[src/rtl/demux_1a8_6b_reg.sv]
// Registered 1-to-8 demultiplexer that steers one data stream into eight hold registers.
// Each channel has a valid flag with consumer ack; the block also keeps a full flag and a sticky overwrite error.
module demux_1a8_6b_reg #(
    parameter int WIDTH = 6
) (
    input  logic               clk,
    input  logic               rst_n,
    input  logic [WIDTH-1:0]   din,
    input  logic [2:0]         sel,
    input  logic               wr_en,
    input  logic               auto_mode,
    input  logic               clr,
    input  logic [7:0]         ack,
    output logic [8*WIDTH-1:0] q_bus,
    output logic [7:0]         vld,
    output logic               full,
    output logic               ovf,
    output logic [2:0]         wptr
);

    logic [WIDTH-1:0] q [8];
    logic [2:0]       tgt;
    logic [7:0]       vld_nxt;
    logic             hit;

    assign tgt = auto_mode ? wptr : sel;
    assign hit = wr_en && vld[tgt] && !ack[tgt];

    // A write to a channel wins over an ack to that channel in the same cycle.
    always_comb begin
        vld_nxt = vld & ~ack;
        if (wr_en) begin
            vld_nxt[tgt] = 1'b1;
        end
    end

    always_ff @(posedge clk or negedge rst_n) begin
        if (!rst_n) begin
            for (int i = 0; i < 8; i++) begin
                q[i] <= '0;
            end
        end else if (clr) begin
            for (int i = 0; i < 8; i++) begin
                q[i] <= '0;
            end
        end else if (wr_en) begin
            q[tgt] <= din;
        end
    end

    always_ff @(posedge clk or negedge rst_n) begin
        if (!rst_n) begin
            vld <= '0;
        end else if (clr) begin
            vld <= '0;
        end else begin
            vld <= vld_nxt;
        end
    end

    always_ff @(posedge clk or negedge rst_n) begin
        if (!rst_n) begin
            wptr <= '0;
            ovf  <= 1'b0;
        end else if (clr) begin
            wptr <= '0;
            ovf  <= 1'b0;
        end else begin
            if (wr_en && auto_mode) begin
                wptr <= wptr + 3'd1;
            end
            if (hit) begin
                ovf <= 1'b1;
            end
        end
    end

    assign full = &vld;

    always_comb begin
        q_bus = '0;
        for (int i = 0; i < 8; i++) begin
            q_bus[WIDTH*i +: WIDTH] = q[i];
        end
    end

endmodule

[config.mk]
export PLATFORM = sky130hd
export DESIGN_NAME = demux_1a8_6b_reg
export DESIGN_NICKNAME = d
export VERILOG_FILES = /design/src/rtl/demux_1a8_6b_reg.sv
export SDC_FILE = /design/constraint.sdc
export NUM_CORES = 1
export LEC_CHECK = 0
export ABC_AREA = 0
export ABC_CLOCK_PERIOD_IN_PS = 4000
export CAP_MARGIN = 20
export CORE_ASPECT_RATIO = 0.75
export CORE_MARGIN = 8
export CORE_UTILIZATION = 50
export DETAILED_ROUTE_END_ITERATION = 6
export HOLD_SLACK_MARGIN = 0.12
export PLACE_DENSITY_LB_ADDON = 0.12
export SLEW_MARGIN = 20
export SYNTH_ARGS = -nofsm -noshare
export SYNTH_HDL_FRONTEND = slang
export SYNTH_SLANG_ARGS = --single-unit
[constraint.sdc]
create_clock -name clk -period 4 [get_ports clk]
set_clock_uncertainty 0.1 [all_clocks]
set_input_delay 0.4 -clock clk [delete_from_list [all_inputs] [get_ports clk]]
set_output_delay 0.4 -clock clk [all_outputs]
set_load 0.01 [all_outputs]
==> results of run 1 <==
worst register-to-register path: stages (launching register included):
cell,delay (ns)
dfrtp_1,0.44
mux2i_2,0.56
o211ai_2,0.47
mux2i_1,0.27
nor2_1,0.06
registers in the layout, indices dropped and copies added (netlist names):
name   flops
q_bus     48
vld        8
wptr       3
ovf        1
area by class of cell:
type / instances / area [um2] / share of cell area [%]
tap: 75 / 93.8 / 2.51
clock buffer: 11 / 141 / 3.79
sequential: 60 / 1500 / 40.2
inverter: 2 / 7.51 / 0.201
clock inverter: 4 / 50.0 / 1.34
multi-input combinational: 158 / 1110 / 29.7
timing repair buffer: 84 / 831 / 22.3
final timing paths:
kind                                             from                     to  cells after the start
worst max-delay path                        auto_mode  q_bus[25]$_DFFE_PN0P_                      5
worst min-delay path            q_bus[21]$_DFFE_PN0P_  q_bus[21]$_DFFE_PN0P_                      2
worst max register to register    wptr[0]$_DFFE_PN0P_  q_bus[25]$_DFFE_PN0P_                      4
worst min register to register  q_bus[21]$_DFFE_PN0P_  q_bus[21]$_DFFE_PN0P_                      2
max in group asynchronous                       rst_n  q_bus[21]$_DFFE_PN0P_                      3
min in group asynchronous                       rst_n  q_bus[35]$_DFFE_PN0P_                      2
layer usage:
metal,wire length [um],track usage (%)
met4,44,5.11
met5,0,0
met1,3250,24.8
met3,742,9.06
met2,3090,25.3
timing repair:
action	4_1_cts	5_1_grt
endpoints found under the setup margin	0	0
endpoints found under the hold margin	0	45
hold buffers	0	1
power by group:
group	switching [mW]	leakage, nW	internal, mW
combinational	0.0805	0.990	0.0685
clock	0.232	0.0914	0.300
sequential	0.0105	0.831	0.621
total	0.323	1.91	0.990
per-stage QoR:
stage	setup slack, ns	cells	instance area (um2)	utilization (%)
floorplan	2.31	235	2680	-
global placement	1.26	378	3530	67.0
detailed placement	1.17	378	3530	67.0
CTS	1.52	393	3720	70.7
global route	1.37	394	3730	70.9
finish	1.51	394	3730	70.9
cells by family after synthesis:
kind of cell	synth area share, %
and+or+nand+nor	14.0
muxes	19.2
DFF	56.0
xor gates and xnor gates	0.654
adders and majority gates	0.467
AOI/OAI and AO/OA	7.05
buffers and inverters	2.57
cells in the final DEF, fill, tap and decap left out, types with 3 or more instances in the layout:
cell	n
a21oi_1	9
and3b_1	3
o211ai_2	6
clkbuf_8	10
nor3b_1	3
mux2i_1	49
dfrtp_1	60
nand2b_1	8
nor2_1	61
clkdlybuf4s50_1	80
==> out/summary.txt, run 1 <==
Most common cell in the synthesized netlist: nor2_1
Yosys warning count: 0
Hold violation total from the final report: 0
Top cells by area in the synthesized netlist: dfrtp_1 (56%), mux2i_1 (18%), nor2_1 (8.5%)
Status: complete, no violations
Diodes inserted: 0
Number of fill cells: 394
Total power: 1.31 mW
Time the worst path needs with I/O delays and setup: 2.49 ns
Total die area: 7980 um2
Cells after Synth: 235
Required time at the endpoint of the critical path: 4.08 ns
Number of setup buffers added after CTS: 0
Largest incremental delay on the critical path: 0.73 ns
Crit path kind: in2reg
Initial standard-cell utilization of the core: 50.9%
Power density cells: 352 nW/um2
Syn Area/Cell: 11.4 um2
Most area-hungry cell type in the Yosys netlist: dfrtp_1
Number of flops mapped to enable cells by yosys: 0
Max-slew headroom at the worst pin: 28.4%
Total of max-cap violations: 0
Dominant delay contributor by cell family on the critical path: multiplexers
Share of the clock period used by the worst path: 62.3%
Total global routing overflow: 0
Number of levels the H-tree was split into: 3
CTS tree: yes
Largest net degree at the start of global routing: 62
Routed vias: 2,058
Synthesized Nets: 258
Data arrival time of the worst path: 2.57 ns
Master cell of the clock root buffer: clkbuf_8
First DRT Iteration DRCs: 102
Cell row count: 23
Top-level port count: 83
Die outline width: 101 um
Average wire per cell in the routed design: 18.1 um
Overall global routing resource usage: 18.4%
Register-to-register path setup slack: 1.95 ns
Register bit count reported by yosys: 60
DRC violations left: 0
Worst slack on hold paths: 0.427 ns
RSZ-0062 raised after global routing: false
First-pass GRT wire length: 11,200 um
Sequential-to-total area share from yosys stat: 56.0%
Quantity of I/O buffers inserted on ports: 82
Biggest fanout along the worst timing path: 13
Library cells used by synthesis: 25
Clock-pin slew on the worst setup and hold paths: 0.06 ns
Post-route ant nets: 0
Max clock buf depth: 2
Max Slew Vio Count: 0
Worst hold-check path type: reg2reg
Cell with the largest stage delay on the worst path: clkdlybuf4s50_1
Maximum clock frequency: 0.402 GHz
First-pass detailed-route iteration total: 4
Summed negative setup slack over all endpoints: 0 ns
Count of final setup violators: 0
Core Box Area: 5270 um2
Clock insertion delay at the later pin of the skew report: 0.34 ns
Via-per-instance ratio: 5.22
Worst-Margin Slew: 1.07 ns
Critical path endpoint category: flip-flop
Chain of cells forming the critical path: clkdlybuf4s50_1, mux2i_2, o211ai_2, mux2i_1, nor2_1
Area growth from synthesis to layout: 39.4%
Clock sink total: 60
Peak ir drop on the vdd network: 0.191 mV
Initial antenna violation count: 0
HPWL after DPL: 4910 um
Wire length reported by the detailed router: 7130 um
GP Congestion: 0.817
Die H: 79.4 um
Portion of synthesized cell area occupied by the leading cell type: 56.0%
Layout cells sized above 1: 8.46%
Vias in the first global route: 2,073
Synthesized area: 2680 um2
Share of synthesized flip-flops with an asynchronous set or reset: 100%
NumNets Final: 338
Critical path buffer and inverter count: 1
Sort of element at the start of the critical path: input pin
Number of gates resized after cts: 0
Top cells by count, synth: nor2_1 (61), dfrtp_1 (60), mux2i_1 (49)
Prevailing post-synth register cell: dfrtp_1
Clock buffers created by TritonCTS: 9
Leakage power summed over all cells: 1.91 nW
(Power assumes the default switching activity.)
==> run 2, diff against run 1 <==
--- a/config.mk
+++ b/config.mk
@@ -6,11 +6,11 @@
 export NUM_CORES = 1
 export LEC_CHECK = 0
 export ABC_AREA = 0
-export ABC_CLOCK_PERIOD_IN_PS = 4000
+export ABC_CLOCK_PERIOD_IN_PS = 2600
 export CAP_MARGIN = 20
 export CORE_ASPECT_RATIO = 0.75
 export CORE_MARGIN = 8
-export CORE_UTILIZATION = 50
+export CORE_UTILIZATION = 46
 export DETAILED_ROUTE_END_ITERATION = 6
 export HOLD_SLACK_MARGIN = 0.12
 export PLACE_DENSITY_LB_ADDON = 0.12
==> constraint.sdc (replaced) <==
create_clock -name clk -period 2.6 [get_ports clk]
set_clock_uncertainty 0.1 [all_clocks]
set_input_delay 0.26 -clock clk [delete_from_list [all_inputs] [get_ports clk]]
set_output_delay 0.26 -clock clk [all_outputs]
set_load 0.01 [all_outputs]
==> out/summary.txt, run 2 (synthesis gave the netlist of run 1 again) <==
HPWL after DPL: 5160 um
Power Internal: 1.56 mW
Layout cells sized above 1: 9.60%
Cell with the largest stage delay on the worst path: clkdlybuf4s50_1
Most frequent cells in the layout: clkdlybuf4s50_1 (80), nor2_1 (61), dfrtp_1 (60)
First-pass GRT wire length: 11,700 um
Power density cells: 543 nW/um2
Worst-Margin Slew: 0.952 ns
Total die area: 8550 um2
Die H: 82.1 um
Status: complete, no violations
NumNets Final: 341
Met3 Usage GRT: 7.13%
Average wire per cell in the routed design: 18.2 um
Number of gates resized after cts: 0
Total global routing overflow: 0
Max-slew headroom at the worst pin: 36.5%
First DRT Iteration DRCs: 135
Area growth from synthesis to layout: 41.1%
Via-per-instance ratio: 5.27
Max clock buf depth: 2
Leakage power summed over all cells: 1.94 nW
Initial standard-cell utilization of the core: 47.0%
Data arrival time of the worst path: 2.17 ns
Peak ir drop on the vdd network: 0.449 mV
Largest net degree at the start of global routing: 45
Biggest fanout along the worst timing path: 13
GP Congestion: 0.816
Clock sink total: 60
Grt met2 use: 26.2%
Clock insertion delay at the later pin of the skew report: 0.33 ns
Max Slew Vio Count: 0
RSZ-0062 raised after global routing: false
First-pass detailed-route iteration total: 5
Largest incremental delay on the critical path: 0.73 ns
Sequential fraction of design power: 47.3%
Net Sw Power: 497 uW
Master cell of the clock root buffer: clkbuf_8
Overall global routing resource usage: 17.6%
Chain of cells forming the critical path: clkdlybuf4s50_1, mux2i_2, buf_4, nor2_1, o311ai_0, o32ai_1
Leading cell type in the layout, fill and taps excluded: clkdlybuf4s50_1
Sw Share: 24.2%
Wire length reported by the detailed router: 7280 um
Highest-utilization routing layer at the global route stage: met2
Worst hold-check path type: in2reg
Count of final setup violators: 0
Routed vias: 2,112
Crit path kind: in2reg
Quantity of I/O buffers inserted on ports: 82
Initial antenna violation count: 0
Critical path buffer and inverter count: 2
Maximum clock frequency: 0.479 GHz
Met1 usage in global routing: 23.3%
Post-route ant nets: 0
Combinational share of power: 11.4%
Total of max-cap violations: 0
Diodes inserted: 0
Part of the power in the clock network: 41.3%
Time the worst path needs with I/O delays and setup: 2.09 ns
Top-level port count: 83
Sort of element at the start of the critical path: input pin
Share of the clock period used by the worst path: 80.3%
Hold violation total from the final report: 0
Core Box Area: 5710 um2
Number of placed instances with taps included: 384
Flip-flop count of the largest register after layout: 48
Die outline width: 104 um
Summed negative setup slack over all endpoints: 0 ns
Cell row count: 24
Clock buffers created by TritonCTS: 9
Clock-pin slew on the worst setup and hold paths: 0.07 ns
Number of levels the H-tree was split into: 3
Critical path endpoint category: flip-flop
Non-Filler Instances: 401
Required time at the endpoint of the critical path: 2.68 ns
Dominant delay contributor by cell family on the critical path: buffers and inverters
DRC violations left: 0
Vias in the first global route: 2,164
CTS tree: yes
==> run 2: repair_timing <==
action / CTS / global route
hold buffers: 1 / 0
hold endpoints to repair: 42 / 0
setup endpoints to repair: 0 / 0
setup buffers: 0 / 0
==> run 2: final cells by class <==
type / instances / area (um2)
Timing Repair Buffer: 87 / 863
Tap cell: 78 / 97.6
Sequential cell: 60 / 1500
Fill cell: 465 / 1920
Clock buffer: 12 / 155
Clock inverter: 4 / 47.5
Inverter: 2 / 7.51
Multi-Input combinational cell: 158 / 1110
==> run 2: final timing paths <==
| kind | from | endpoint | slack [ns] | depth (start not counted) |
|---|---|---|---|---|
| worst max-delay path | auto_mode | ovf$_DFFE_PN0P_ | 0.51 | 6 |
| worst min-delay path | clr | q_bus[37]$_DFFE_PN0P_ | 0.31 | 2 |
| worst max register to register | wptr[2]$_DFFE_PN0P_ | q_bus[33]$_DFFE_PN0P_ | 0.79 | 4 |
| worst min register to register | q_bus[21]$_DFFE_PN0P_ | q_bus[21]$_DFFE_PN0P_ | 0.42 | 2 |
| max in group asynchronous | rst_n | q_bus[12]$_DFFE_PN0P_ | 1.16 | 3 |
| min in group asynchronous | rst_n | q_bus[35]$_DFFE_PN0P_ | 0.51 | 2 |
==> run 2: power groups by stage <==
stage / sequential [mW] / combinational, mW / clock [mW]
2_1_floorplan: 0.997 / 0.100 / 0
6_report: 0.972 / 0.235 / 0.848
3_3_place_gp: 0.989 / 0.234 / 0
3_5_place_dp: 0.989 / 0.237 / 0
4_1_cts: 0.972 / 0.238 / 0.865
5_1_grt: 0.975 / 0.255 / 0.907
==> run 2: metal layers <==
metal / wire length, um / vias up
li1: - / 972
met1: 3510 / 1058
met2: 3230 / 77
met3: 496 / 5
met4: 44 / 0
met5: 0 / -
==> run 2: per-stage QoR <==
stage | worst slack [ns] | power (mW) | utilization (%) | hold slack [ns] | instance area, um2
after floorplan | 0.911 | 1.10 | - | -0.136 | 2680
after global placement | 0.217 | 1.22 | 62.5 | 0.368 | 3570
after detailed placement | 0.152 | 1.23 | 62.5 | 0.373 | 3570
after CTS | 0.521 | 2.08 | 66.3 | 0.300 | 3780
after global routing | 0.325 | 2.14 | 66.3 | 0.317 | 3780
final | 0.511 | 2.05 | 66.3 | 0.311 | 3780
